File: src/rtl/bnn_pkg.sv
// -----------------------------------------------------------------------------
// bnn_pkg
// Shared definitions for the BNN datapath and its image loader:
//   - image geometry and pixel width
//   - binarization threshold
//   - image_t, the packed binary frame type presented on the BNN layer input
//   - loader_state_e, the two-state loader FSM encoding
//   - binarize(), the unsigned threshold compare used on every pixel
// -----------------------------------------------------------------------------
package bnn_pkg;

  localparam int IMG_H  = 28;
  localparam int IMG_W  = 28;
  localparam int PIX_W  = 8;
  localparam int THRESH = 128;

  typedef logic [0:0][IMG_H-1:0][IMG_W-1:0] image_t;

  typedef enum logic {
    LOAD = 1'b0,
    FULL = 1'b1
  } loader_state_e;

  // Pixel at or above the threshold is a 1; comparison is unsigned.
  function automatic logic binarize(input logic [PIX_W-1:0] pix);
    return (pix >= PIX_W'(THRESH));
  endfunction

endpackage

File: src/rtl/bnn_image_loader.sv
// -----------------------------------------------------------------------------
// bnn_image_loader
// Collects a raster stream of grayscale pixels, binarizes each one and builds
// a complete IMG_H x IMG_W binary frame for the BNN layer input. One frame
// buffer: while a finished frame waits for the consumer the pixel stream is
// stalled.
//
// Ports
//   clk_i          clock
//   rst_i          synchronous active-high reset
//   pix_i          grayscale pixel, raster order
//   pix_sof_i      first pixel of a frame (qualified by pix_valid_i)
//   pix_valid_i    pixel valid
//   pix_ready_o    loader can accept a pixel
//   image_o        binary frame; raster (r,c) sits at [0][IMG_H-1-r][IMG_W-1-c]
//   frame_valid_o  image_o holds a complete frame
//   frame_ready_i  downstream consumes the frame
//   resync_o       one-cycle pulse when a partial frame is dropped on early SOF
// -----------------------------------------------------------------------------
module bnn_image_loader
  import bnn_pkg::*;
(
  input  logic             clk_i,
  input  logic             rst_i,
  input  logic [PIX_W-1:0] pix_i,
  input  logic             pix_sof_i,
  input  logic             pix_valid_i,
  output logic             pix_ready_o,
  output image_t           image_o,
  output logic             frame_valid_o,
  input  logic             frame_ready_i,
  output logic             resync_o
);

  localparam int ROW_W = $clog2(IMG_H);
  localparam int COL_W = $clog2(IMG_W);

  loader_state_e    state_q;
  logic [ROW_W-1:0] row_q;
  logic [COL_W-1:0] col_q;
  image_t           image_q;
  logic             frame_valid_q;
  logic             pix_ready_q;
  logic             resync_q;

  logic             pix_bit;
  logic             accept;
  logic             at_start;
  logic             last_pix;
  logic [ROW_W-1:0] row_idx;
  logic [COL_W-1:0] col_idx;

  // Handshake, threshold bit and mirrored buffer coordinates for the current pixel.
  always_comb begin
    pix_bit  = binarize(pix_i);
    accept   = pix_valid_i && pix_ready_q;
    at_start = (row_q == '0) && (col_q == '0);
    last_pix = (row_q == ROW_W'(IMG_H-1)) && (col_q == COL_W'(IMG_W-1));
    // Top-left pixel lands in the MSB of the MSB row, hence the mirroring.
    row_idx  = ROW_W'(IMG_H-1) - row_q;
    col_idx  = COL_W'(IMG_W-1) - col_q;
  end

  // Loader FSM: counters, frame buffer and all registered outputs.
  always_ff @(posedge clk_i) begin
    if (rst_i) begin
      state_q       <= LOAD;
      row_q         <= '0;
      col_q         <= '0;
      image_q       <= '0;
      frame_valid_q <= 1'b0;
      pix_ready_q   <= 1'b1;
      resync_q      <= 1'b0;
    end else begin
      resync_q <= 1'b0;
      case (state_q)
        LOAD: begin
          if (accept) begin
            if (pix_sof_i && !at_start) begin
              // Early SOF: drop the partial frame, this pixel restarts at (0,0).
              // Stale bits are left in place; the new frame overwrites them all.
              image_q[0][IMG_H-1][IMG_W-1] <= pix_bit;
              row_q    <= '0;
              col_q    <= COL_W'(1);
              resync_q <= 1'b1;
            end else begin
              image_q[0][row_idx][col_idx] <= pix_bit;
              if (last_pix) begin
                row_q         <= '0;
                col_q         <= '0;
                state_q       <= FULL;
                frame_valid_q <= 1'b1;
                pix_ready_q   <= 1'b0;
              end else if (col_q == COL_W'(IMG_W-1)) begin
                col_q <= '0;
                row_q <= row_q + ROW_W'(1);
              end else begin
                col_q <= col_q + COL_W'(1);
              end
            end
          end else begin
            state_q <= LOAD;
          end
        end
        FULL: begin
          // Ready comes back one cycle after the handshake: one bubble per frame.
          if (frame_ready_i) begin
            state_q       <= LOAD;
            frame_valid_q <= 1'b0;
            pix_ready_q   <= 1'b1;
          end else begin
            state_q <= FULL;
          end
        end
        default: begin
          state_q       <= LOAD;
          row_q         <= '0;
          col_q         <= '0;
          frame_valid_q <= 1'b0;
          pix_ready_q   <= 1'b1;
        end
      endcase
    end
  end

  assign pix_ready_o   = pix_ready_q;
  assign image_o       = image_q;
  assign frame_valid_o = frame_valid_q;
  assign resync_o      = resync_q;

endmodule

File: config.mk
export PLATFORM = sky130hd
export DESIGN_NAME = bnn_image_loader
export DESIGN_NICKNAME = d
export VERILOG_FILES = /design/src/rtl/bnn_pkg.sv /design/src/rtl/bnn_image_loader.sv
export SDC_FILE = /design/constraint.sdc
export NUM_CORES = 2
export LEC_CHECK = 0
export CORE_MARGIN = 8
export CORE_UTILIZATION = 43
export DETAILED_ROUTE_END_ITERATION = 7
export GPL_TIMING_DRIVEN = 0
export PLACE_DENSITY = 0.65
export SETUP_SLACK_MARGIN = 0.15
export SKIP_CTS_REPAIR_TIMING = 1
export SLEW_MARGIN = 20
export SYNTH_ARGS = -nofsm -noshare
export SYNTH_HDL_FRONTEND = slang
export SYNTH_SLANG_ARGS = --single-unit
File: constraint.sdc
create_clock -name clk_i -period 3.2 [get_ports clk_i]
set_input_delay 0.32 -clock clk_i [delete_from_list [all_inputs] [get_ports clk_i]]
set_output_delay 0.32 -clock clk_i [all_outputs]
set_load 0.03 [all_outputs]
# Word-level counts from Yosys, hierarchy flattened
# Cells that the tools add are included.
# word_totals
regBits	798
inputBits	13
# classes
n_addsub	4
n_lt_le_gt_ge	5
eq_ne	6
muxes	28
bitwise_logic	3
n_reduce_logical	15
# op_table
op	count
$bwmux 784	1
$demux 28 s5	1
$mux 5	6
$mux 28	1
$mux 1	15
$lt 5x6->1 const B	2
$add 5x1->5 const B	2
$eq 5x5->1 const B	2
$ge 5x1->1 const B	2
$logic_not 5->1	2
$sub 5x5->5 const A	2
$ge 8x8->1 const B	1
$ne 2x2->1 const B	4
$logic_and 1x1->1	6
$pmux 1 s2	3
$reduce_and 3->1	2
$demux 1 s5	1
$reduce_and 4->1	1
$not 1->1	3
$reduce_bool 3->1	1
$reduce_or 3->1	1
$reduce_and 2->1	1
$logic_not 1->1	1

# Longest topological paths before layout
# depth
ltp_word	9
depth_mapped	10
mapped_depth_nobuf	6

# Worst setup path after synthesis
# OpenSTA, ideal clock, no wires.
# synth_timing
kind	register to register
start	register row_q[2]
end	register image_q, in the netlist image_o[599]
arrival_time_ns	2.317
t_required_ns	3.128
slack_ns	0.811
stages_incl_launch_ff	11
path_buffers	4
period_less_slack_ns	2.389
cell_sequence	dfxtp_1 buf_2 inv_1 ha_1 and2_1 clkbuf_1 buf_2 nand3_1 buf_2 nor3_2 mux2i_1
# synth_between
elab_chain_cells	6
word_cells_on_any_way	13
# synth_lines
item	line	source
start, declared	bnn_image_loader.sv:39	logic [ROW_W-1:0] row_q;
start signal, assigned	bnn_image_loader.sv:96	row_q <= row_q + ROW_W'(1);
$sub 5x5->5 or $logic_not 5->1 (tied branches)	bnn_image_loader.sv:60, bnn_image_loader.sv:57	
$lt 5x6->1 (implied by the code), or another cell as far along	bnn_image_loader.sv:87	image_q[0][row_idx][col_idx] <= pix_bit;
$logic_and 1x1->1 (implied by the code) or $logic_not 1->1 (tied branches)	bnn_image_loader.sv:87, bnn_image_loader.sv:79	
$mux 28 (implied by the code) or $logic_and 1x1->1 (tied branches)	bnn_image_loader.sv:87, bnn_image_loader.sv:79	
$demux 28 s5 or $not 1->1 (tied branches)	n/a	
$bwmux 784 or $reduce_and 3->1 (tied branches)	n/a	
end signal, assigned by index	bnn_image_loader.sv:82	image_q[0][IMG_H-1][IMG_W-1] <= pix_bit;
end signal, assigned by index	bnn_image_loader.sv:87	
end, declared	bnn_image_loader.sv:41	image_t image_q;
# Parallel ways exist; a longest one is shown, timed or not.
# A chain may end at the register's enable or synchronous reset.

# Worst setup path in the final report
# layout_timing
start	register col_q[2]
end	register image_q, in the netlist image_o[253]
# layout_between
elab_chain_cells	8
word_cells_on_any_way	15
# layout_lines
item	line	source
start, declared	bnn_image_loader.sv:40	logic [COL_W-1:0] col_q;
start signal, assigned	bnn_image_loader.sv:98	col_q <= col_q + COL_W'(1);
$sub 5x5->5	bnn_image_loader.sv:61	col_idx = COL_W'(IMG_W-1) - col_q;
$lt 5x6->1 (implied by the code) or $ge 5x1->1 (tied branches)	bnn_image_loader.sv:87	
$logic_and 1x1->1 (implied by the code)	bnn_image_loader.sv:87	
$mux 1 (implied by the code)	bnn_image_loader.sv:87	
$demux 1 s5	bnn_image_loader.sv:87	
$mux 28 (implied by the code)	bnn_image_loader.sv:87	
$demux 28 s5	bnn_image_loader.sv:87	
$bwmux 784	bnn_image_loader.sv:87	
# Parallel ways exist; a longest one is shown, timed or not.

==> reports/metrics.cfg <==
[outcome]
status = finished clean

[worst_hold_path]
worstHoldEndpoint = resync_o
hp-start = pix_valid_i
holdPathStages = 3
hp-class = in -> reg

[timing]
slew_headroom = 0.360
period_needed_ns = 2.96
finalSetupViolCount = 0
fin_skew_ns = 0.0201
fmax_mhz = 337
final_hold_viol_count = 0
worstMarginPinSlew_ns = 0.960
setup_ws_ns = 0.236
slew_viol_final = 0
post-route-period-util = 0.926
rsz0062_at_grt = true

[logic_synthesis]
synth_top_cell_by_area = dfxtp_1
synthFlopType = dfxtp_1
async_flop_share = 0
ys_seq_elements = 798
synth_fp_nets = 3791
netlist_instances = 3763
synth_area_leaders = dfxtp_1 (43%), mux2i_1 (21%), nand2b_1 (13%)
avgSynthCellArea_um2 = 9.98
seq_area_frac_synth = 0.425
ys_warn_count = 0
yosysUniqueCellTypes = 55
synth_edf_count = 0
synthesis.area_mm2 = 0.0375
synth_top_area_frac = 0.425

[clocking]
insertion_delay_ns = 0.65
cts_buffer_depth = 3
cts_max_level = 3
ctsRootBufferMaster = clkbuf_16
clk_pin_slew_ns = 0.06
cts_sinks = 798
cts_made_buffers = 90
cts_tree = built

[worst_setup_path]
max_stage_delay_ns = 0.57
r2r-end = image_o[253]
crit_path_start_kind = register
cp.required_ns = 3.70
worstRegToRegCells = 9
path_cells = clkbuf_4 > inv_1 > ha_1 > buf_2 > nand2b_1 > nor3_4 > buf_2 > nand3_1 > mux2i_1
cp.buffers_inverters = 4
critPathTopFamily = buffers and inverters
path_class = reg -> reg
rr_startpoint = col_q[2]
crit_path_max_fanout = 10
timing.critical_path.mode_cell = buf_2
slowest_stage = nor3_4
worst_setup_path_end_kind = register
crit_arrival_ns = 3.46
r2r_setup_slack_ns = 0.24

[cells_and_area]
fill_cells = 7637
post-route-cell-area_mm2 = 0.0507
drive_above_1_share = 0.154
syn_to_final_growth_pct = 34.9
nets = 4698
fin_cells = 5899

[global_routing]
grt_pass1_vias = 31400
grt_overflow = 0
grt_start_max_net_pins = 14
gr-usage-all-layers = 0.307
grt_first_pass_wirelength_um = 226000
antenna_found_initial = 2

[detailed_routing]
drt_first_pass_iters = 5
wire_per_inst_um = 26.7
vias = 31700
drtAntennaViolNets = 0
remaining_drc_errors = 0
wl_um = 157000
drt_iter0_markers = 2291
routed_via_density = 5.37

[place]
place_inst = 5708
pre_cts_ws_ns = -0.454
io_buffers = 790
gp_congestion = 0.870
place_hpwl_um = 116000
place_area_mm2 = 0.0469

[floorplan]
num_io_pins = 800
die_area_mm2 = 0.0970
num_rows = 108
dieHeight_um = 311
die_w_um = 311
coreArea_mm2 = 0.0866
start_util = 0.433

[power]
leakage_nw = 17.6
ir_worst_vdd_v = 0.000450
power.density_mw_per_mm2 = 437

[job]
drv_cap = 0

worst min-delay path: cells and delay by family:
family	cells	cell delay (ns)
buffers and inverters	1	0.16
and+or+nand+nor	2	0.40
cells in the mapped netlist, types with 2 or more instances:
| master | n |
|---|---|
| buf_4 | 17 |
| buf_2 | 159 |
| nand2b_1 | 788 |
| nand3b_1 | 2 |
| and2_0 | 2 |
| and4b_1 | 3 |
| nor3_2 | 283 |
| nand3_4 | 5 |
| nor4b_1 | 2 |
| clkbuf_1 | 220 |
| buf_6 | 11 |
| nor3_1 | 180 |
| ha_1 | 15 |
| o21ai_0 | 2 |
| and2_1 | 2 |
| nand3_2 | 9 |
| a311oi_1 | 3 |
| nand3_1 | 320 |
| buf_1 | 6 |
| mux2i_1 | 784 |
| nor3_4 | 5 |
| nor4_1 | 40 |
| nand4_1 | 9 |
| nand4b_1 | 5 |
| xnor2_2 | 2 |
| nor2b_1 | 3 |
| nor2_1 | 8 |
| and3_1 | 20 |
| xnor2_1 | 2 |
| a21oi_1 | 6 |
| dfxtp_1 | 798 |
| o31ai_1 | 2 |
| a31oi_1 | 2 |
| inv_1 | 9 |
| or3_1 | 2 |
| nand2_1 | 18 |
per-stage QoR:
stage	hold WS [ns]	power [mW]	TNS, ns	utilization
floorplan	0.436	10.9	0	-
finish	0.310	22.1	0	0.585
detailed placement	0.459	11.3	-9.52	0.542
global route	0.323	22.7	0	0.585
CTS	0.278	22.2	-13.04	0.577
global placement	0.457	11.3	-449.17	0.541
power by group:
part,leakage [nW],switching [mW],internal (mW)
clock network,1.54,4.46,6.52
logic,9.59,0.858,0.333
registers,6.42,0.00443,9.94
layer usage:
metal,vias up,GRT usage,routed length (um)
li1,14700,-,-
met1,15500,0.371,63300
met2,1137,0.507,73600
met3,276,0.0923,13200
met4,0,0.129,7300
met5,-,0,0
flip-flops by register name, indices dropped and copies added (netlist names):
signal and flops:
state_q 1, pix_ready_o 1, image_o 784, row_q 5
resync_o 1, col_q 5, frame_valid_o 1
cells by family after synthesis:
family / after synthesis / share of synthesized area
compound gates: 22 / 0.00440
flops: 798 / 0.425
fa+ha+maj: 15 / 0.00500
mux: 784 / 0.209
xor+xnor: 7 / 0.00273
buf+inv: 422 / 0.0514
simple gates: 1715 / 0.302
final cells by class:
type                    instances  area [um2]  share of cell area
flip-flops and latches        798       16000               0.315
multi-input cells            2543       20000               0.394
clock buffers                 128        2620              0.0517
clock inverters                36         480             0.00948
plain buffers                 413        2010              0.0396
diodes                          2        5.00           0.0000988
inverters                       9        33.8            0.000667
repair buffers                815        8130               0.161
well taps                    1155        1450              0.0285
how the worst max path moves through the flow:
stage              from      endpoint  depth (start not counted)
2_1_floorplan  row_q[2]  image_o[599]                         10
3_3_place_gp      rst_i  image_o[700]                          6
3_5_place_dp   row_q[2]  image_o[600]                         10
4_1_cts        row_q[2]  image_o[600]                         10
5_1_grt        row_q[2]   image_o[40]                          9
6_report       col_q[2]  image_o[253]                          9
layout by cell type, fill, tap and decap left out, drive strengths merged, types with 3 or more instances in the layout:
master         count
a21oi              6
nand2b           788
inv               12
nor3             468
nor2b              3
and2               4
nand2             18
buf              216
xor2               3
xnor2              4
nand4             11
clkinv            21
nand4b             6
and3              20
mux2i            784
and4b              3
clkdlybuf4s50    790
dfxtp            798
nor2               9
bufinv            10
nand3            334
nor4              41
a311oi             3
clkbuf           348
ha                15
Power figures use the tool's default switching activity.
